<file path="config.mk">
export PLATFORM = sky130hd
export DESIGN_NAME = eager_fork_dataflow
export DESIGN_NICKNAME = d
export VERILOG_FILES = /design/src/rtl/eager_fork_dataflow_pkg.sv /design/src/rtl/eager_fork_register_block.sv /design/src/rtl/eager_fork_dataflow.sv
export SDC_FILE = /design/constraint.sdc
export NUM_CORES = 1
export LEC_CHECK = 0
export BUFFER_PORTS_ARGS = -buffer_cell sky130_fd_sc_hd__buf_2
export CORE_MARGIN = 2
export CORE_UTILIZATION = 29
export CTS_CLUSTER_SIZE = 10
export DETAILED_ROUTE_END_ITERATION = 8
export GPL_TIMING_DRIVEN = 0
export PLACE_DENSITY = 0.86
export SYNTH_ARGS = -nofsm -noshare
export SYNTH_HDL_FRONTEND = slang
export SYNTH_SLANG_ARGS = --single-unit
</file>
<file path="constraint.sdc">
create_clock -name clk -period 1.75 [get_ports clk]
set_input_delay 0.0875 -clock clk [delete_from_list [all_inputs] [get_ports clk]]
set_output_delay 0.0875 -clock clk [all_outputs]
set_load 0.05 [all_outputs]
</file>
<file path="src/rtl/eager_fork_dataflow_pkg.sv">
// Shared constants for the eager fork: the value each per-branch pending flag
// takes on reset and after a token has been fully consumed.
package eager_fork_dataflow_pkg;

    localparam logic PENDING_RESET = 1'b1;

endpackage

</file>
<file path="src/rtl/eager_fork_register_block.sv">
// One branch of the eager fork: remembers whether this branch still owes the
// current token a transfer, and derives its valid and stall from that.
module eager_fork_register_block
    import eager_fork_dataflow_pkg::*;
(
    input  logic clk,
    input  logic rst,
    input  logic ins_valid,
    input  logic outs_ready,
    input  logic ins_ready,
    output logic outs_valid,
    output logic stall
);

    logic pending_q;
    logic pending_d;

    // A full consume re-arms the branch; a partial one clears it only if it transferred.
    always_comb begin
        pending_d = pending_q;
        if (ins_valid) begin
            if (ins_ready) begin
                pending_d = PENDING_RESET;
            end else begin
                pending_d = pending_q & ~outs_ready;
            end
        end
    end

    always_ff @(posedge clk) begin
        if (rst) begin
            pending_q <= PENDING_RESET;
        end else begin
            pending_q <= pending_d;
        end
    end

    assign outs_valid = ins_valid & pending_q;
    assign stall      = pending_q & ~outs_ready;

endmodule

</file>
<file path="src/rtl/eager_fork_dataflow.sv">
// Elastic eager fork: offers one input token to every output branch and
// consumes it once all branches have taken it, each at its own pace.
module eager_fork_dataflow #(
    parameter int OUTPUTS   = 2,
    parameter int DATA_TYPE = 32
) (
    input  logic                           clk,
    input  logic                           rst,
    input  logic [DATA_TYPE-1:0]           ins,
    input  logic                           ins_valid,
    output logic                           ins_ready,
    output logic [OUTPUTS*DATA_TYPE-1:0]   outs,
    output logic [OUTPUTS-1:0]             outs_valid,
    input  logic [OUTPUTS-1:0]             outs_ready
);

    logic [OUTPUTS-1:0] stall;

    for (genvar i = 0; i < OUTPUTS; i++) begin : g_branch
        eager_fork_register_block u_reg (
            .clk        (clk),
            .rst        (rst),
            .ins_valid  (ins_valid),
            .outs_ready (outs_ready[i]),
            .ins_ready  (ins_ready),
            .outs_valid (outs_valid[i]),
            .stall      (stall[i])
        );

        assign outs[i*DATA_TYPE +: DATA_TYPE] = ins;
    end

    // The input can only retire when no still-owed branch is holding back.
    assign ins_ready = ~|stall;

endmodule

</file>
==> metrics.txt, run 1 <==
# TYPE chip_impl_metric gauge
chip_impl_info{name="status",value="completed"} 1
chip_impl_metric{name="post_synth_inst_count",unit=""} 77
chip_impl_metric{name="worst_setup_hold_path_clk_slew",unit="ps"} 30
chip_impl_metric{name="std_cell_rows",unit=""} 16
chip_impl_metric{name="period_needed",unit="ps"} 1120
chip_impl_metric{name="critical_path_arrival",unit="ps"} 1040
chip_impl_metric{name="final.setup.tns",unit="ps"} 0
chip_impl_metric{name="power.net_switching",unit="W"} 0.000371
chip_impl_metric{name="core",unit="mm2"} 0.00194
chip_impl_metric{name="final_min_period_over_clock_period",unit=""} 0.642
chip_impl_metric{name="yosys_warnings",unit=""} 0
chip_impl_metric{name="grt_max_degree",unit=""} 7
chip_impl_metric{name="overflow",unit=""} 0
chip_impl_metric{name="die_y",unit="um"} 49.4
chip_impl_info{name="top_register",value="g_branch.u_reg.pending_q"} 1
chip_impl_metric{name="pwr-share-clk",unit=""} 0.150
chip_impl_metric{name="synth_compound_area_frac",unit=""} 0.0335
chip_impl_info{name="synth_top_family_by_area",value="buffers and inverters"} 1
chip_impl_metric{name="dpl.hpwl",unit="um"} 1470
chip_impl_metric{name="synth_fa_ha_area_frac",unit=""} 0
chip_impl_metric{name="maxClockFrequency",unit="GHz"} 0.890
chip_impl_metric{name="timing.slew.headroom",unit=""} 0.830
chip_impl_metric{name="postSynthNetCount",unit=""} 114
chip_impl_metric{name="drt_wl_total",unit="um"} 1560
chip_impl_metric{name="routedWlPerCell",unit="um"} 8.75
chip_impl_metric{name="cap_violations",unit=""} 0
chip_impl_metric{name="synth-seq-cells",unit=""} 2
chip_impl_metric{name="cellLeakagePower",unit="nW"} 0.651
chip_impl_metric{name="syn_std_cell_area",unit="um2"} 597
chip_impl_info{name="synth_top_cell_by_area",value="buf_4"} 1
chip_impl_info{name="rsz0062_at_grt",value="no"} 1
chip_impl_metric{name="syn-mean-instance-area",unit="um2"} 7.75
chip_impl_info{name="start_to_end_type_of_the_worst_setup_path",value="register to output port"} 1
chip_impl_metric{name="slew_limit_fails",unit=""} 0
chip_impl_metric{name="total_of_hold_buffers_inserted_after_clock_tree_synthesis",unit=""} 0
chip_impl_metric{name="postRouteAntennaNets",unit=""} 0
chip_impl_metric{name="htree_num_levels",unit=""} 1
chip_impl_metric{name="synth_mux_area_frac",unit=""} 0
chip_impl_metric{name="final_nets",unit=""} 190
chip_impl_metric{name="insertedDiodeCount",unit=""} 0
chip_impl_metric{name="cp_data_required_time",unit="ps"} 1660
chip_impl_metric{name="power.density_cell_area",unit="mW/mm2"} 647
chip_impl_metric{name="first_pass_grt_wire_length",unit="um"} 2370
chip_impl_metric{name="drt_iter0_drc",unit=""} 1
chip_impl_metric{name="setup_violations",unit=""} 0
chip_impl_metric{name="starting_density_of_the_core",unit=""} 0.307
chip_impl_metric{name="power.switching_fraction",unit=""} 0.568
chip_impl_metric{name="io_pins",unit=""} 104
chip_impl_metric{name="post_cts.repair.setup_buffers",unit=""} 0
chip_impl_info{name="synth.area.top_cells",value="buf_4 (83%), dfxtp_1 (6.7%), a221o_1 (3.4%)"} 1
chip_impl_metric{name="initial_drt_pass_iterations",unit=""} 2
chip_impl_metric{name="first_global_vias",unit=""} 594
chip_impl_metric{name="antenna_found_initial",unit=""} 0
chip_impl_metric{name="area_delta_synth_final",unit="%"} 69.0
chip_impl_metric{name="max-clock-path-buffers",unit=""} 2
chip_impl_metric{name="global_route.usage.total",unit=""} 0.123
chip_impl_metric{name="width_of_the_chip",unit="um"} 49.4
chip_impl_metric{name="via_count",unit=""} 644
chip_impl_metric{name="seq_power_share",unit=""} 0.078
chip_impl_metric{name="gp_routability_congestion",unit=""} 0.747
chip_impl_metric{name="synth.lib_cells_used.distinct",unit=""} 7
chip_impl_info{name="cts_tree",value="yes"} 1
chip_impl_metric{name="stdcell_count",unit=""} 178
chip_impl_metric{name="drive_gt1_frac",unit=""} 0.940
chip_impl_metric{name="viasPerCell",unit=""} 3.62
chip_impl_metric{name="largest_register_ffs",unit=""} 2
chip_impl_metric{name="p_int",unit="W"} 0.000281
chip_impl_metric{name="cts_num_sinks",unit=""} 2
chip_impl_metric{name="drc_errors",unit=""} 0
chip_impl_metric{name="ir_worst_vdd",unit="mV"} 0.270
chip_impl_metric{name="worst_slew_pin_tran",unit="ps"} 257
chip_impl_metric{name="die_area",unit="mm2"} 0.00244
chip_impl_info{name="largest_registers",value="g_branch.u_reg.pending_q (2)"} 1
chip_impl_metric{name="synth.yosys.seq_area_share",unit=""} 0.0671
chip_impl_metric{name="clkLatencyLatePin",unit="ps"} 220
chip_impl_metric{name="post_synth_xor_xnor_area",unit=""} 0
chip_impl_metric{name="post_cts_resize_count",unit=""} 0
chip_impl_metric{name="synth_top_cell_area_share",unit=""} 0.830
chip_impl_metric{name="cp_max_fo",unit=""} 3
chip_impl_metric{name="worst_case_clock_skew",unit="ps"} 3.90
chip_impl_info{name="timing.critical_path.to_type",value="output port"} 1
chip_impl_metric{name="finalHoldViolations",unit=""} 0
chip_impl_info{name="min-delay-path-class",value="input port to register"} 1
chip_impl_info{name="type_of_element_launching_the_critical_path",value="register"} 1
chip_impl_info{name="clk_root_buffer_cell",value="clkbuf_4"} 1
chip_impl_metric{name="numCtsBuffers",unit=""} 3
chip_impl_metric{name="port_buffers",unit=""} 71
chip_impl_metric{name="dp.cells",unit=""} 175
chip_impl_metric{name="power.share.combinational",unit=""} 0.772
chip_impl_metric{name="synth_simple_gate_area_frac",unit=""} 0.0692
[power by group through the flow]
stage,registers [W],logic (W),clock network (W)
6_report,0.0000506,0.000504,0.0000980
5_1_grt,0.0000509,0.000521,0.000105
4_1_cts,0.0000506,0.000506,0.000105
3_5_place_dp,0.0000512,0.000506,0
3_3_place_gp,0.0000508,0.000502,0
2_1_floorplan,0.0000505,0.000429,0
[final cells by class]
type                            count  area [um2]
Timing Repair Buffer               71         355
Clock buffer                        3        22.5
Fill cell                         190         933
Tap cell                           27        33.8
Multi-Input combinational cell      9        61.3
Buffer                             66         495
Sequential cell                     2        40.0
[cell usage in the layout (no fill, tap or decap), drive strengths merged]
cell type and instances:
buf 137, clkbuf 3, and2 3, nand2 2, nand2b 2, a221o 2
dfxtp 2
[path summary, 6_finish.rpt]
| check | start | end | slack [ps] | depth (start not counted) |
|---|---|---|---|---|
| worst min-delay path | rst | g_branch[1].u_reg.pending_q$_SDFFE_PP1P_ | 100 | 2 |
| worst min register to register | g_branch[0].u_reg.pending_q$_SDFFE_PP1P_ | g_branch[0].u_reg.pending_q$_SDFFE_PP1P_ | 520 | 1 |
| worst max-delay path | g_branch[1].u_reg.pending_q$_SDFFE_PP1P_ | outs_valid[1] | 630 | 3 |
| worst max register to register | g_branch[1].u_reg.pending_q$_SDFFE_PP1P_ | g_branch[0].u_reg.pending_q$_SDFFE_PP1P_ | 910 | 2 |
[metrics by stage]
| stage | utilization | worst slack, ps | hold WS [ps] | power (W) | instance area [um2] |
|---|---|---|---|---|---|
| detailed placement | 0.508 | 854 | 312 | 0.000557 | 986 |
| floorplan | - | 871 | 192 | 0.000479 | 597 |
| finish | 0.519 | 626 | 98.1 | 0.000652 | 1010 |
| global placement | 0.508 | 867 | 309 | 0.000553 | 986 |
| global route | 0.519 | 577 | 104 | 0.000677 | 1010 |
| CTS | 0.519 | 613 | 83.3 | 0.000662 | 1010 |
[Yosys cell counts, drive strengths merged]
master / instances
buf: 66
nand2b: 2
and2: 3
a221o: 2
nand2: 2
dfxtp: 2
[logic make-up after synthesis]
group | Yosys count
AND/OR/NAND/NOR | 7
buffers and inverters | 66
AO/OA/AOI/OAI | 2
flip-flops | 2
[critical path, cell delays in order (launching register included)]
cell     delay, ps
dfxtp_1        340
and2_2         150
buf_4           90
buf_2          240
[metal layers]
metal | vias to the layer above | GRT usage | routed length (um)
li1 | 321 | - | -
met1 | 262 | 0.107 | 432
met2 | 59 | 0.257 | 886
met3 | 2 | 0.0368 | 234
met4 | 0 | 0.0429 | 4
met5 | - | 0 | 0
Note: power is estimated with default switching activity, not from simulation.
==> run 2: changes to the inputs <==
--- a/config.mk
+++ b/config.mk
@@ -7,11 +7,11 @@
 export LEC_CHECK = 0
 export BUFFER_PORTS_ARGS = -buffer_cell sky130_fd_sc_hd__buf_2
 export CORE_MARGIN = 2
-export CORE_UTILIZATION = 29
+export CORE_UTILIZATION = 24
 export CTS_CLUSTER_SIZE = 10
 export DETAILED_ROUTE_END_ITERATION = 8
 export GPL_TIMING_DRIVEN = 0
-export PLACE_DENSITY = 0.86
+export PLACE_DENSITY = 0.76
 export SYNTH_ARGS = -nofsm -noshare
 export SYNTH_HDL_FRONTEND = slang
 export SYNTH_SLANG_ARGS = --single-unit
==> constraint.sdc (replaced) <==
create_clock -name clk -period 0.95 [get_ports clk]
set_input_delay 0.0475 -clock clk [delete_from_list [all_inputs] [get_ports clk]]
set_output_delay 0.0475 -clock clk [all_outputs]
set_load 0.05 [all_outputs]
==> run 2 against run 1 <==
  * Die area is 19% higher
  * Largest power group unchanged
  * Critical path depth stayed put
  * Hold slack worse by 56 ps
  * The flow now finishes with violations (negative setup slack)
  * Power is 90% higher
  * Highest routed layer is now met3
  * Combinational power is 89% higher
  * First-iteration DRC count is 100% higher
==> metrics.txt, run 2 (synthesized netlist as in run 1, its figures left out) <==
# TYPE chip_impl_metric gauge
chip_impl_metric{name="total_of_hold_buffers_inserted_after_clock_tree_synthesis",unit=""} 0
chip_impl_metric{name="drt_iter0_drc",unit=""} 2
chip_impl_info{name="layout_commonest_cell",value="buf_2"} 1
chip_impl_metric{name="maxClockFrequency",unit="GHz"} 1.03
chip_impl_metric{name="die_y",unit="um"} 53.9
chip_impl_metric{name="std_cell_rows",unit=""} 18
chip_impl_metric{name="critical_path_arrival",unit="ps"} 920
chip_impl_metric{name="grt.met3_usage",unit=""} 0.0333
chip_impl_metric{name="postRouteAntennaNets",unit=""} 0
chip_impl_metric{name="clkLatencyLatePin",unit="ps"} 220
chip_impl_metric{name="postLayoutCellArea",unit="mm2"} 0.00105
chip_impl_metric{name="power.switching_fraction",unit=""} 0.561
chip_impl_info{name="start_to_end_type_of_the_worst_setup_path",value="register to output port"} 1
chip_impl_metric{name="cp_max_fo",unit=""} 3
chip_impl_metric{name="power.net_switching",unit="W"} 0.000693
chip_impl_info{name="path_delay_family",value="flip-flops"} 1
chip_impl_metric{name="cp_data_required_time",unit="ps"} 900
chip_impl_info{name="slowest_stage",value="dfxtp_2"} 1
chip_impl_metric{name="worst_setup_hold_path_clk_slew",unit="ps"} 30
chip_impl_info{name="rsz0062_at_grt",value="yes"} 1
chip_impl_metric{name="numCtsBuffers",unit=""} 3
chip_impl_metric{name="drive_gt1_frac",unit=""} 0.960
chip_impl_metric{name="seq_power_share",unit=""} 0.076
chip_impl_metric{name="max-clock-path-buffers",unit=""} 2
chip_impl_info{name="crit_chain",value="nand2b_1 > and2_4 > buf_8"} 1
chip_impl_metric{name="final_core_utilization",unit=""} 0.435
chip_impl_info{name="status",value="finished with violations"} 1
chip_impl_metric{name="multi_input_comb_area",unit="um2"} 63.8
chip_impl_info{name="timing.critical_path.to_type",value="output port"} 1
chip_impl_metric{name="setup_violations",unit=""} 1
chip_impl_info{name="grt-busiest-layer",value="met2"} 1
chip_impl_metric{name="drc_errors",unit=""} 0
chip_impl_info{name="min-delay-path-class",value="input port to register"} 1
chip_impl_metric{name="post-route-worst-setup-slack",unit="ps"} -18.3
chip_impl_metric{name="power.share.combinational",unit=""} 0.771
chip_impl_metric{name="initial_drt_pass_iterations",unit=""} 2
chip_impl_metric{name="cell_depth_of_the_worst_flop_to_flop_path",unit=""} 3
chip_impl_info{name="top_library_cells_by_usage_in_the_layout_fill_and_taps_aside",value="buf_2 (68), buf_4 (66), clkbuf_4 (3), buf_8 (3)"} 1
chip_impl_metric{name="worst_slew_pin_tran",unit="ps"} 256
chip_impl_metric{name="antenna_found_initial",unit=""} 0
chip_impl_metric{name="viasPerCell",unit=""} 3.56
chip_impl_metric{name="slew_limit_fails",unit=""} 0
chip_impl_metric{name="pwr-share-clk",unit=""} 0.153
chip_impl_metric{name="width_of_the_chip",unit="um"} 53.9
chip_impl_metric{name="global_route_met1_utilization",unit=""} 0.0894
chip_impl_metric{name="die_area",unit="mm2"} 0.00290
chip_impl_metric{name="routedWlPerCell",unit="um"} 8.09
chip_impl_metric{name="ir_worst_vdd",unit="mV"} 0.658
chip_impl_metric{name="critical_path_buf_inv_count",unit=""} 1
chip_impl_metric{name="worst_case_clock_skew",unit="ps"} 3.09
chip_impl_metric{name="cts_num_sinks",unit=""} 2
chip_impl_metric{name="power.density_cell_area",unit="mW/mm2"} 1180
chip_impl_metric{name="cp_slowest_stage_delay",unit="ps"} 320
chip_impl_info{name="type_of_element_launching_the_critical_path",value="register"} 1
chip_impl_metric{name="cellLeakagePower",unit="nW"} 0.662
chip_impl_metric{name="detailedPlace.worstSlack",unit="ps"} 97.9
chip_impl_metric{name="core",unit="mm2"} 0.00241
chip_impl_metric{name="dpl-instance-area",unit="um2"} 990
chip_impl_metric{name="global_route.usage.total",unit=""} 0.0886
chip_impl_info{name="largest_registers",value="g_branch.u_reg.pending_q (2)"} 1
chip_impl_metric{name="overflow",unit=""} 0
chip_impl_metric{name="final_min_period_over_clock_period",unit=""} 1.02
chip_impl_metric{name="register_area",unit="um2"} 42.5
chip_impl_metric{name="finalHoldViolations",unit=""} 0
chip_impl_info{name="top_register",value="g_branch.u_reg.pending_q"} 1
chip_impl_metric{name="port_buffers",unit=""} 71
chip_impl_metric{name="first_pass_grt_wire_length",unit="um"} 1850
chip_impl_metric{name="period_needed",unit="ps"} 968
chip_impl_metric{name="crit_path_depth",unit=""} 3
chip_impl_metric{name="starting_density_of_the_core",unit=""} 0.248
chip_impl_info{name="failed_checks",value="negative setup slack"} 1
chip_impl_metric{name="met2_usage",unit=""} 0.154
chip_impl_info{name="cts_tree",value="yes"} 1
chip_impl_metric{name="io_pins",unit=""} 104
chip_impl_metric{name="area_delta_synth_final",unit="%"} 75.5
chip_impl_info{name="clk_root_buffer_cell",value="clkbuf_4"} 1
chip_impl_metric{name="grt_max_degree",unit=""} 7
chip_impl_metric{name="drt_wl_total",unit="um"} 1460
chip_impl_metric{name="final_nets",unit=""} 190
chip_impl_metric{name="via_count",unit=""} 644
chip_impl_metric{name="p_int",unit="W"} 0.000543
chip_impl_metric{name="n_fill_cell",unit=""} 249
chip_impl_metric{name="largest_register_ffs",unit=""} 2
chip_impl_metric{name="timing.slew.headroom",unit=""} 0.830
chip_impl_metric{name="htree_num_levels",unit=""} 1
chip_impl_metric{name="first_global_vias",unit=""} 502
chip_impl_metric{name="gp_routability_congestion",unit=""} 0.675
chip_impl_metric{name="cap_violations",unit=""} 0
chip_impl_metric{name="holdPathStages",unit=""} 2
chip_impl_metric{name="insertedDiodeCount",unit=""} 0
run 2: per-stage QoR:
stage	instances	total power, W	setup TNS [ps]	hold WS (ps)
2_1_floorplan	77	0.000883	0	152
3_3_place_gp	178	0.00102	0	272
3_5_place_dp	178	0.00102	0	271
4_1_cts	181	0.00126	-33.3	28.6
5_1_grt	181	0.00130	-91.0	34.8
6_report	181	0.00124	-18.3	41.7
run 2: what timing repair did:
action	4_1_cts	5_1_grt
gates cloned	0	0
gates resized for setup	12	0
pin swaps	1	0
buffers inserted	2	0
endpoints found under the setup margin	3	4
run 2: worst paths after layout:
path,start,endpoint,slack [ps]
hold / removal,rst,g_branch[1].u_reg.pending_q$_SDFFE_PP1P_,40
hold reg to reg,g_branch[1].u_reg.pending_q$_SDFFE_PP1P_,g_branch[1].u_reg.pending_q$_SDFFE_PP1P_,480
setup reg to reg,g_branch[1].u_reg.pending_q$_SDFFE_PP1P_,g_branch[0].u_reg.pending_q$_SDFFE_PP1P_,20
setup / recovery,g_branch[0].u_reg.pending_q$_SDFFE_PP1P_,ins_ready,-20
run 2: cell type report:
type / instances / share of cell area
Tap cell: 30 / 0.0358
Timing Repair Buffer: 73 / 0.382
Multi-Input combinational cell: 9 / 0.0609
Sequential cell: 2 / 0.0406
Clock buffer: 3 / 0.0215
Buffer: 64 / 0.459
run 2: per-layer routing:
layer  wire [um]  vias up
li1            -      319
met4           0        0
met5           0        -
met2         774       58
met1         429      267
met3         260        0
run 2: power by group through the flow:
stage / Combinational (W) / Sequential (W) / Clock (W)
after floorplan: 0.000790 / 0.0000931 / 0
after global placement: 0.000925 / 0.0000943 / 0
after detailed placement: 0.000930 / 0.0000943 / 0
after CTS: 0.000958 / 0.0000941 / 0.000206
after global routing: 0.000991 / 0.0000947 / 0.000218
final: 0.000953 / 0.0000940 / 0.000189
==> run 3: changes to the inputs <==
--- a/config.mk
+++ b/config.mk
@@ -6,9 +6,9 @@
 export NUM_CORES = 1
 export LEC_CHECK = 0
 export BUFFER_PORTS_ARGS = -buffer_cell sky130_fd_sc_hd__buf_2
+export CORE_ASPECT_RATIO = 1.5
 export CORE_MARGIN = 2
 export CORE_UTILIZATION = 24
-export CTS_CLUSTER_SIZE = 10
 export DETAILED_ROUTE_END_ITERATION = 8
 export GPL_TIMING_DRIVEN = 0
 export PLACE_DENSITY = 0.76
==> run 3 against run 2 <==
  * The flow still finishes with violations (negative setup slack)
  * Global-route usage rose by 0.94 points
  * Combinational power rose by 1%
  * Count of clock-buffer cells in the layout did not move
  * Routed wire length rose by 9.9%
  * Maximum frequency fell by 2.0%
  * Clock skew fell by 2.2 ps
  * Final area rose by 0.48%
  * First-iteration DRC count rose to 3.5 times the previous value
  * Via count rose by 3.4%
  * Sequential power barely moved
==> metrics.txt, run 3 (synthesized netlist as in run 1, its figures left out) <==
# TYPE chip_impl_metric gauge
chip_impl_metric{name="max-clock-path-buffers",unit=""} 2
chip_impl_metric{name="core",unit="mm2"} 0.00239
chip_impl_info{name="rsz0062_at_grt",value="yes"} 1
chip_impl_metric{name="first_pass_grt_wire_length",unit="um"} 2140
chip_impl_metric{name="via_count",unit=""} 666
chip_impl_metric{name="final_nets",unit=""} 190
chip_impl_info{name="status",value="finished with violations"} 1
chip_impl_info{name="top_library_cells_by_usage_in_the_layout_fill_and_taps_aside",value="buf_2 (68), buf_4 (66), and2_4 (3), clkbuf_4 (3), buf_8 (3)"} 1
chip_impl_info{name="type_of_element_launching_the_critical_path",value="register"} 1
chip_impl_metric{name="first_global_vias",unit=""} 557
chip_impl_metric{name="port_buffers",unit=""} 71
chip_impl_metric{name="slew_limit_fails",unit=""} 0
chip_impl_info{name="min-delay-path-class",value="input port to register"} 1
chip_impl_metric{name="worst_case_clock_skew",unit="ps"} 0.925
chip_impl_metric{name="period_needed",unit="ps"} 988
chip_impl_info{name="largest_registers",value="g_branch.u_reg.pending_q (2)"} 1
chip_impl_metric{name="worst_slew_pin_tran",unit="ps"} 259
chip_impl_metric{name="numCtsBuffers",unit=""} 3
chip_impl_metric{name="antenna_found_initial",unit=""} 0
chip_impl_metric{name="register_area",unit="um2"} 45.0
chip_impl_info{name="worst_setup_path_startpoint",value="g_branch[1].u_reg.pending_q$_SDFFE_PP1P_"} 1
chip_impl_metric{name="cp_max_fo",unit=""} 3
chip_impl_metric{name="post-route-worst-setup-slack",unit="ps"} -38.0
chip_impl_metric{name="seq_power_share",unit=""} 0.075
chip_impl_metric{name="starting_density_of_the_core",unit=""} 0.249
chip_impl_metric{name="p_int",unit="W"} 0.000548
chip_impl_metric{name="dpl.hpwl",unit="um"} 1440
chip_impl_info{name="hold_start",value="rst"} 1
chip_impl_metric{name="cp_data_required_time",unit="ps"} 900
chip_impl_metric{name="worst_setup_hold_path_clk_slew",unit="ps"} 30
chip_impl_metric{name="routedWlPerCell",unit="um"} 9.19
chip_impl_metric{name="drive_gt1_frac",unit=""} 0.967
chip_impl_metric{name="finalHoldViolations",unit=""} 0
chip_impl_metric{name="drt_wl_total",unit="um"} 1610
chip_impl_info{name="layout_commonest_cell",value="buf_2"} 1
chip_impl_metric{name="clkLatencyLatePin",unit="ps"} 230
chip_impl_metric{name="width_of_the_chip",unit="um"} 44.7
chip_impl_metric{name="pwr-share-clk",unit=""} 0.158
chip_impl_metric{name="power.share.combinational",unit=""} 0.767
chip_impl_metric{name="cellLeakagePower",unit="nW"} 0.671
chip_impl_metric{name="global_route.usage.total",unit=""} 0.0980
chip_impl_metric{name="final.setup.tns",unit="ps"} -46.4
chip_impl_metric{name="die_area",unit="mm2"} 0.00291
chip_impl_metric{name="die_y",unit="um"} 65.1
chip_impl_metric{name="initial_drt_pass_iterations",unit=""} 2
chip_impl_metric{name="overflow",unit=""} 0
chip_impl_metric{name="multi_input_comb_area",unit="um2"} 73.8
chip_impl_metric{name="total_of_hold_buffers_inserted_after_clock_tree_synthesis",unit=""} 0
chip_impl_info{name="timing.critical_path.to_type",value="output port"} 1
chip_impl_metric{name="timing.slew.headroom",unit=""} 0.828
chip_impl_metric{name="insertedDiodeCount",unit=""} 0
chip_impl_metric{name="htree_num_levels",unit=""} 1
chip_impl_metric{name="postRouteAntennaNets",unit=""} 0
chip_impl_metric{name="n_fill_cell",unit=""} 231
chip_impl_metric{name="io_pins",unit=""} 104
chip_impl_metric{name="std_cell_rows",unit=""} 22
chip_impl_metric{name="area_delta_synth_final",unit="%"} 76.3
chip_impl_info{name="top_register",value="g_branch.u_reg.pending_q"} 1
chip_impl_metric{name="cts_num_sinks",unit=""} 2
chip_impl_info{name="cts_tree",value="yes"} 1
chip_impl_info{name="clk_root_buffer_cell",value="clkbuf_4"} 1
chip_impl_metric{name="viasPerCell",unit=""} 3.81
chip_impl_metric{name="grt_max_degree",unit=""} 7
chip_impl_metric{name="detailedPlace.worstSlack",unit="ps"} 98.1
chip_impl_metric{name="cap_violations",unit=""} 0
chip_impl_metric{name="power.net_switching",unit="W"} 0.000708
chip_impl_info{name="start_to_end_type_of_the_worst_setup_path",value="register to output port"} 1
chip_impl_metric{name="power.density_cell_area",unit="mW/mm2"} 1190
chip_impl_metric{name="ir_worst_vdd",unit="mV"} 0.406
chip_impl_metric{name="setup_violations",unit=""} 2
chip_impl_info{name="r2r-start",value="g_branch[1].u_reg.pending_q$_SDFFE_PP1P_"} 1
chip_impl_info{name="failed_checks",value="negative setup slack"} 1
chip_impl_metric{name="critical_path_arrival",unit="ps"} 940
chip_impl_metric{name="final_min_period_over_clock_period",unit=""} 1.04
chip_impl_metric{name="maxClockFrequency",unit="GHz"} 1.01
chip_impl_metric{name="drt_iter0_drc",unit=""} 7
chip_impl_metric{name="largest_register_ffs",unit=""} 2
chip_impl_metric{name="power.switching_fraction",unit=""} 0.564
chip_impl_metric{name="drc_errors",unit=""} 0
chip_impl_metric{name="reg2reg_setup_slack",unit="ps"} -10
chip_impl_metric{name="gp_routability_congestion",unit=""} 0.695
run 3: cell type report:
type / count / area share
plain buffers: 64 / 0.457
repair buffers: 73 / 0.380
multi-input cells: 9 / 0.0702
flip-flops and latches: 2 / 0.0428
well taps: 24 / 0.0285
clock buffers: 3 / 0.0214
run 3: per-layer routing:
layer	global-route usage	up-vias	wire length, um
met4	0.0455	0	14
met3	0.0279	2	347
li1	-	320	-
met2	0.188	83	814
met5	0	-	0
met1	0.0871	261	434
run 3: power by group through the flow:
stage	logic (W)	registers [W]	clock network, W
CTS	0.000962	0.0000939	0.000208
floorplan	0.000790	0.0000931	0
finish	0.000963	0.0000939	0.000199
detailed placement	0.000932	0.0000942	0
global route	0.000998	0.0000947	0.000217
global placement	0.000928	0.0000939	0
run 3: worst max-delay path: stages (launching register included):
cell and delay (ps):
dfxtp_2 310, nand2b_1 100, and2_4 160, buf_8 130
run 3: timing repair:
item,4_1_cts,5_1_grt
gates resized for setup,11,5
pin swaps,1,0
endpoints found under the setup margin,3,5
gates cloned,0,0
buffers inserted,2,0
run 3: through the flow:
| stage | cell area [um2] | util | total power, W | hold slack (ps) | instances |
|---|---|---|---|---|---|
| detailed placement | 982 | 0.410 | 0.00103 | 261 | 172 |
| global route | 1050 | 0.439 | 0.00131 | 42.2 | 175 |
| floorplan | 597 | - | 0.000883 | 152 | 77 |
| CTS | 1040 | 0.436 | 0.00126 | 27.9 | 176 |
| finish | 1050 | 0.439 | 0.00126 | 33.1 | 175 |
| global placement | 982 | 0.410 | 0.00102 | 274 | 172 |
run 3: worst paths after layout:
path                                              endpoint  cells past startpoint
setup reg to reg  g_branch[0].u_reg.pending_q$_SDFFE_PP1P_                      3
hold / removal    g_branch[1].u_reg.pending_q$_SDFFE_PP1P_                      2
hold reg to reg   g_branch[1].u_reg.pending_q$_SDFFE_PP1P_                      1
setup / recovery                                 ins_ready                      3
